<file path="src/rtl/instr_mem_loader.sv">
// Writable MIPS instruction memory fed by a byte-stream loader (MSB-first word assembly).
// Define INSTR_MEM_LOADER_CHECKSUM_EN to enable the per-session 32-bit word checksum.
module instr_mem_loader #(
  parameter int WIDTH = 8,
  parameter int DEPTH = 64
) (
  input  logic             clk,
  input  logic             rst_n,
  input  logic             start,
  input  logic [7:0]       byte_in,
  input  logic             byte_valid,
  input  logic             byte_last,
  output logic             byte_ready,
  input  logic [WIDTH-1:0] address,
  output logic [31:0]      RD,
  output logic             busy,
  output logic             done,
  output logic             overflow,
  output logic [WIDTH:0]   words_loaded,
  output logic             cpu_hold,
  output logic [31:0]      checksum
);

  localparam int             AW      = (DEPTH > 1) ? $clog2(DEPTH) : 1;
  localparam logic [WIDTH:0] DEPTH_W = (WIDTH + 1)'(DEPTH);

  typedef enum logic [1:0] {IDLE, LOAD, WRITE, DONE} state_t;

  state_t         state_reg, state_next;
  logic [31:0]    word_reg, word_next;
  logic [1:0]     cnt_reg, cnt_next;
  logic           last_reg, last_next;
  logic [WIDTH:0] ptr_reg, ptr_next;
  logic           overflow_reg, overflow_next;
  logic           mem_we;
  logic [31:0]    shifted_word;
  logic [31:0]    padded_word;

  logic [31:0] mem [DEPTH];

  // A short final word is left-justified: shift out the (3 - cnt) unfilled byte lanes.
  assign shifted_word = {word_reg[23:0], byte_in};
  assign padded_word  = byte_last ? (shifted_word << {~cnt_reg, 3'b000}) : shifted_word;

  always_ff @(posedge clk) begin
    if (!rst_n) begin
      state_reg    <= IDLE;
      word_reg     <= '0;
      cnt_reg      <= '0;
      last_reg     <= 1'b0;
      ptr_reg      <= '0;
      overflow_reg <= 1'b0;
    end else begin
      state_reg    <= state_next;
      word_reg     <= word_next;
      cnt_reg      <= cnt_next;
      last_reg     <= last_next;
      ptr_reg      <= ptr_next;
      overflow_reg <= overflow_next;
    end
  end

  always_comb begin
    state_next    = state_reg;
    word_next     = word_reg;
    cnt_next      = cnt_reg;
    last_next     = last_reg;
    ptr_next      = ptr_reg;
    overflow_next = overflow_reg;
    mem_we        = 1'b0;
    case (state_reg)
      IDLE, DONE: begin
        if (state_reg == IDLE || start) begin
          word_next     = '0;
          cnt_next      = '0;
          last_next     = 1'b0;
          ptr_next      = '0;
          overflow_next = 1'b0;
        end
        if (start) state_next = LOAD;
      end
      LOAD: begin
        if (byte_valid) begin
          word_next = padded_word;
          cnt_next  = cnt_reg + 2'd1;
          last_next = byte_last;
          if (cnt_reg == 2'd3 || byte_last) state_next = WRITE;
        end
      end
      WRITE: begin
        word_next = '0;
        cnt_next  = '0;
        // The pointer saturates at DEPTH; a word arriving there is dropped.
        if (ptr_reg == DEPTH_W) begin
          overflow_next = 1'b1;
          state_next    = DONE;
        end else begin
          mem_we     = 1'b1;
          ptr_next   = ptr_reg + 1'b1;
          state_next = last_reg ? DONE : LOAD;
        end
      end
      default: state_next = IDLE;
    endcase
  end

  always_ff @(posedge clk) begin
    if (mem_we && rst_n) mem[ptr_reg[AW-1:0]] <= word_reg;
  end

  assign RD = ({1'b0, address} < DEPTH_W) ? mem[address[AW-1:0]] : 32'h0;

  assign byte_ready   = (state_reg == LOAD);
  assign busy         = (state_reg == LOAD) || (state_reg == WRITE);
  assign cpu_hold     = busy;
  assign done         = (state_reg == DONE);
  assign overflow     = overflow_reg;
  assign words_loaded = ptr_reg;

`ifdef INSTR_MEM_LOADER_CHECKSUM_EN
  logic [31:0] cksum_reg;
  logic        session_clear;

  assign session_clear = start && (state_reg == IDLE || state_reg == DONE);

  always_ff @(posedge clk) begin
    if (!rst_n)             cksum_reg <= '0;
    else if (session_clear) cksum_reg <= '0;
    else if (mem_we)        cksum_reg <= cksum_reg + word_reg;
  end

  assign checksum = cksum_reg;
`else
  assign checksum = 32'h0;
`endif

endmodule

</file>
<file path="config.mk">
export PLATFORM = sky130hd
export DESIGN_NAME = instr_mem_loader
export DESIGN_NICKNAME = d
export VERILOG_FILES = /design/src/rtl/instr_mem_loader.sv
export SDC_FILE = /design/constraint.sdc
export NUM_CORES = 2
export LEC_CHECK = 0
export BUFFER_PORTS_ARGS = -buffer_cell sky130_fd_sc_hd__clkbuf_2
export CORE_ASPECT_RATIO = 0.75
export CORE_MARGIN = 2
export CORE_UTILIZATION = 54
export DETAILED_ROUTE_END_ITERATION = 10
export PLACE_DENSITY = 0.76
export SETUP_SLACK_MARGIN = 0.4
export SLEW_MARGIN = 10
export SYNTH_ARGS = -nofsm -noshare
export SYNTH_HDL_FRONTEND = slang
export SYNTH_SLANG_ARGS = --single-unit
</file>
<file path="constraint.sdc">
create_clock -name clk -period 2.9 [get_ports clk]
set_input_delay 0 -clock clk [delete_from_list [all_inputs] [get_ports clk]]
set_output_delay 0 -clock clk [all_outputs]
set_load 0.02 [all_outputs]
</file>
==> flow_summary_export.csv <==
group,metric,value,unit
run_status,status,"finished with violations",
run_status,violations,"setup timing",
clocking,cts-root-buf,"clkbuf_16",
pwr,pwr_density_cell,633.7,mW/mm^2
critical_path,startpoint_type,"flip-flop",
routing,dr_wl_met3,33.56,mm
logic_synthesis,synth_cell_type_count,52,
sta,relSlewSlack,17.98,%
placed_design,gp_congestion,0.8874,
finish,fillerInstances,9493,
clocking,clock_path_buffers,3,
routing,detail-route-antenna-nets,0,
clocking,clk_latency,0.81,ns
floorplan,initial_core_util,54.30,%
floorplan,die_width,451.8,um
sta,slew_violations,0,
finish,nets,4037,
logic_synthesis,synth_edf_count,2048,
sta,finalCritPeriodShare,102.0,%
routing,drc,0,
finish,regArea,0.06250,mm^2
finish,multiInputGateArea,0.01873,mm^2
routing,highest_layer,"met5",
critical_path,cp_max_fo,1,
global_route,grt_start_max_net_pins,68,
placed_design,io_buffers,66,
logic_synthesis,synth_common_cells,"2048 x edfxtp_1, 559 x mux4_2, 138 x mux2i_1",
placed_design,dp.final_hpwl,120.3,mm
sta,finalCriticalPeriod,2.958,ns
logic_synthesis,synth_area,0.08123,mm^2
sta,finalSetupViolCount,3,
clocking,cts-buffers-inserted,178,
pwr,combPwrFrac,4.2,%
floorplan,die_h,339.9,um
pwr,vdd_ir_drop_max,0.6430,mV
global_route,track_usage,28.77,%
critical_path,reg2reg_depth,3,
global_route,antenna_found_initial,4,
pwr,p_switching,12190,uW
logic_synthesis,synth_top_area_cell,"edfxtp_1",
sta,rsz0062_at_grt,"yes",
job,maxCapViolations,0,
critical_path,r2r-end,"mem[10][19]",
logic_synthesis,yosysSeqAreaShare,76.87,%
finish,diodes,0,
finish,syn_to_final_growth,15.72,%
sta,clock_skew,0.02838,ns
logic_synthesis,yosysTopAreaCellShare,75.71,%
sta,fin_ws,-0.05836,ns
logic_synthesis,synth_most_common_cell,"edfxtp_1",
finish,largest_reg_flops,2048,
hold_path,min_to,"word_reg[4]",
logic_synthesis,ys_top_cells_by_area,"edfxtp_1 76%, mux4_2 15%, mux2i_1 1.7%, dfxtp_1 1.2%, buf_4 0.75%",
sta,hold_violations,0,
routing,via_count,41770,
logic_synthesis,async_reset_ff_share,0,%
hold_path,min_path_type,"in2reg",
routing,first_pass_iters,8,
clocking,path_clk_slew,0.07,ns
routing,drt_iter0_drc,8429,
floorplan,coreArea,0.1496,mm^2
routing,wl_met2,100.3,mm
logic_synthesis,postSynthAreaPerCell,22.63,um^2
logic_synthesis,syn_inst,3589,
hold_path,hp-start,"byte_in[4]",
placed_design,dp.cells,5748,
finish,final_cells,6154,
pwr,intPower,47380,uW
pwr,p_clk_share,40.5,%
logic_synthesis,ys_seq_elements,2095,
critical_path,endpoint_kind,"primary output",
routing,drt-met1-wl,78.93,mm
global_route,grt_overflow,0,
clocking,cts_tree,"built",
pwr,p_seq_share,55.2,%
clocking,cts.sinks,2095,
routing,wire_per_inst,35.76,um
critical_path,r2r_slack,0.41,ns
pwr,switching_share,20.47,%
logic_synthesis,ys.warnings.count,0,
sta,holdWs,0.07431,ns
global_route,grt_pass1_wl,310.3,mm
critical_path,required,2.90,ns
sta,worstMarginPinSlew,1.230,ns
critical_path,worstSetupPathType,"reg2out",
floorplan,pin_count,99,
pwr,power_leakage,0.02807,uW
placed_design,pre_cts_slack,0.09166,ns
logic_synthesis,synth_ff_type,"edfxtp_1",
critical_path,arrival,2.96,ns
routing,drt-total-wl,220.1,mm
sta,fmax,338.0,MHz
critical_path,timing.rr.start,"words_loaded[3]",
hold_path,min_path_cells,4,
clocking,cts_max_level,4,
global_route,grt_pass1_vias,41160,
floorplan,rows,123,
floorplan,die_area,0.1536,mm^2
finish,final_layout_size_suffix_gt1_share,35.07,%
routing,vias_per_cell,6.788,
==> how the worst max path moves through the flow <==
stage / from / cells after the start / slack, ns / to
after floorplan: state_reg[0] / 6 / -0.09 / mem[22][0]
after global placement: state_reg[0] / 8 / 0.13 / mem[26][6]
after detailed placement: address[1] / 10 / 0.09 / RD[13]
after CTS: mem[11][3] / 5 / -0.1 / RD[3]
after global routing: mem[11][3] / 5 / -0.11 / RD[3]
final: mem[1][6] / 5 / -0.06 / RD[6]
==> power by group through the flow <==
stage / Sequential (uW) / Clock (uW) / Combinational [uW]
floorplan: 33600 / 0 / 1530
global placement: 33600 / 0 / 2270
detailed placement: 33600 / 0 / 2300
CTS: 32900 / 24200 / 2450
global route: 32900 / 25300 / 2600
finish: 32900 / 24200 / 2510
==> per-stage QoR <==
step	TNS (ns)	total power (uW)	instance area (um^2)	util [%]
after floorplan	-40.18	35100	81550	-
after global placement	0	35840	86450	57.79
after detailed placement	0	35870	86450	57.79
after CTS	-0.2158	59610	93480	62.49
after global routing	-0.2319	60830	94000	62.84
final	-0.1186	59570	94000	62.84
==> layout make-up <==
cell class	instances	share of cell area, %
Clock inverter	106	1.086
Clock buffer	219	5.083
Sequential cell	2095	66.49
Inverter	13	0.05191
Tap cell	2000	2.662
Multi-Input combinational cell	1299	19.92
Timing Repair Buffer	422	4.709
==> routing by layer <==
layer / global-route usage [%] / vias to the layer above
li1: - / 16070
met1: 42.41 / 21810
met2: 42.17 / 3480
met3: 7.947 / 415
met4: 9.581 / 2
met5: 0 / -
==> critical path: stages, from the launching register on <==
cell	delay, ns
edfxtp_1	0.49
mux4_2	0.51
mux2_4	0.28
o211ai_1	0.48
a31oi_2	0.19
buf_4	0.19
==> repair_timing <==
item	in CTS	in global routing
endpoints found under the hold margin	47	0
hold buffers	20	0
resized for setup	145	57
gates cloned	14	0
pin swaps	52	28
setup endpoints to repair	416	262
buffers inserted	20	27
==> cells in the final DEF, fill, tap and decap left out, types with 14 or more instances in the layout <==
cell              n
edfxtp_1       2048
mux4_2          559
buf_4           249
clkbuf_16       186
mux2i_1         131
buf_12           86
nor2_4           78
nor2_1           67
nand2_1          53
a22oi_1          40
clkinv_2         40
clkinv_1         39
mux2_2           35
clkbuf_1         33
conb_1           32
clkbuf_2         32
o21ai_0          31
dfxtp_2          31
a21oi_1          21
bufinv_16        20
dlygate4sd3_1    20
buf_8            20
o211ai_1         18
nand3_1          14
==> cell families after synthesis <==
logic type / after synthesis / synth area share (%)
adders and majority gates: 7 / 0.1078
and+or+nand+nor: 270 / 1.448
other: 1 / 0.004617
xor gates and xnor gates: 3 / 0.03235
buffers and inverters: 240 / 1.693
AOI/OAI and AO/OA: 229 / 1.995
muxes: 744 / 17.85
DFF: 2095 / 76.87
(Power assumes the default switching activity.)
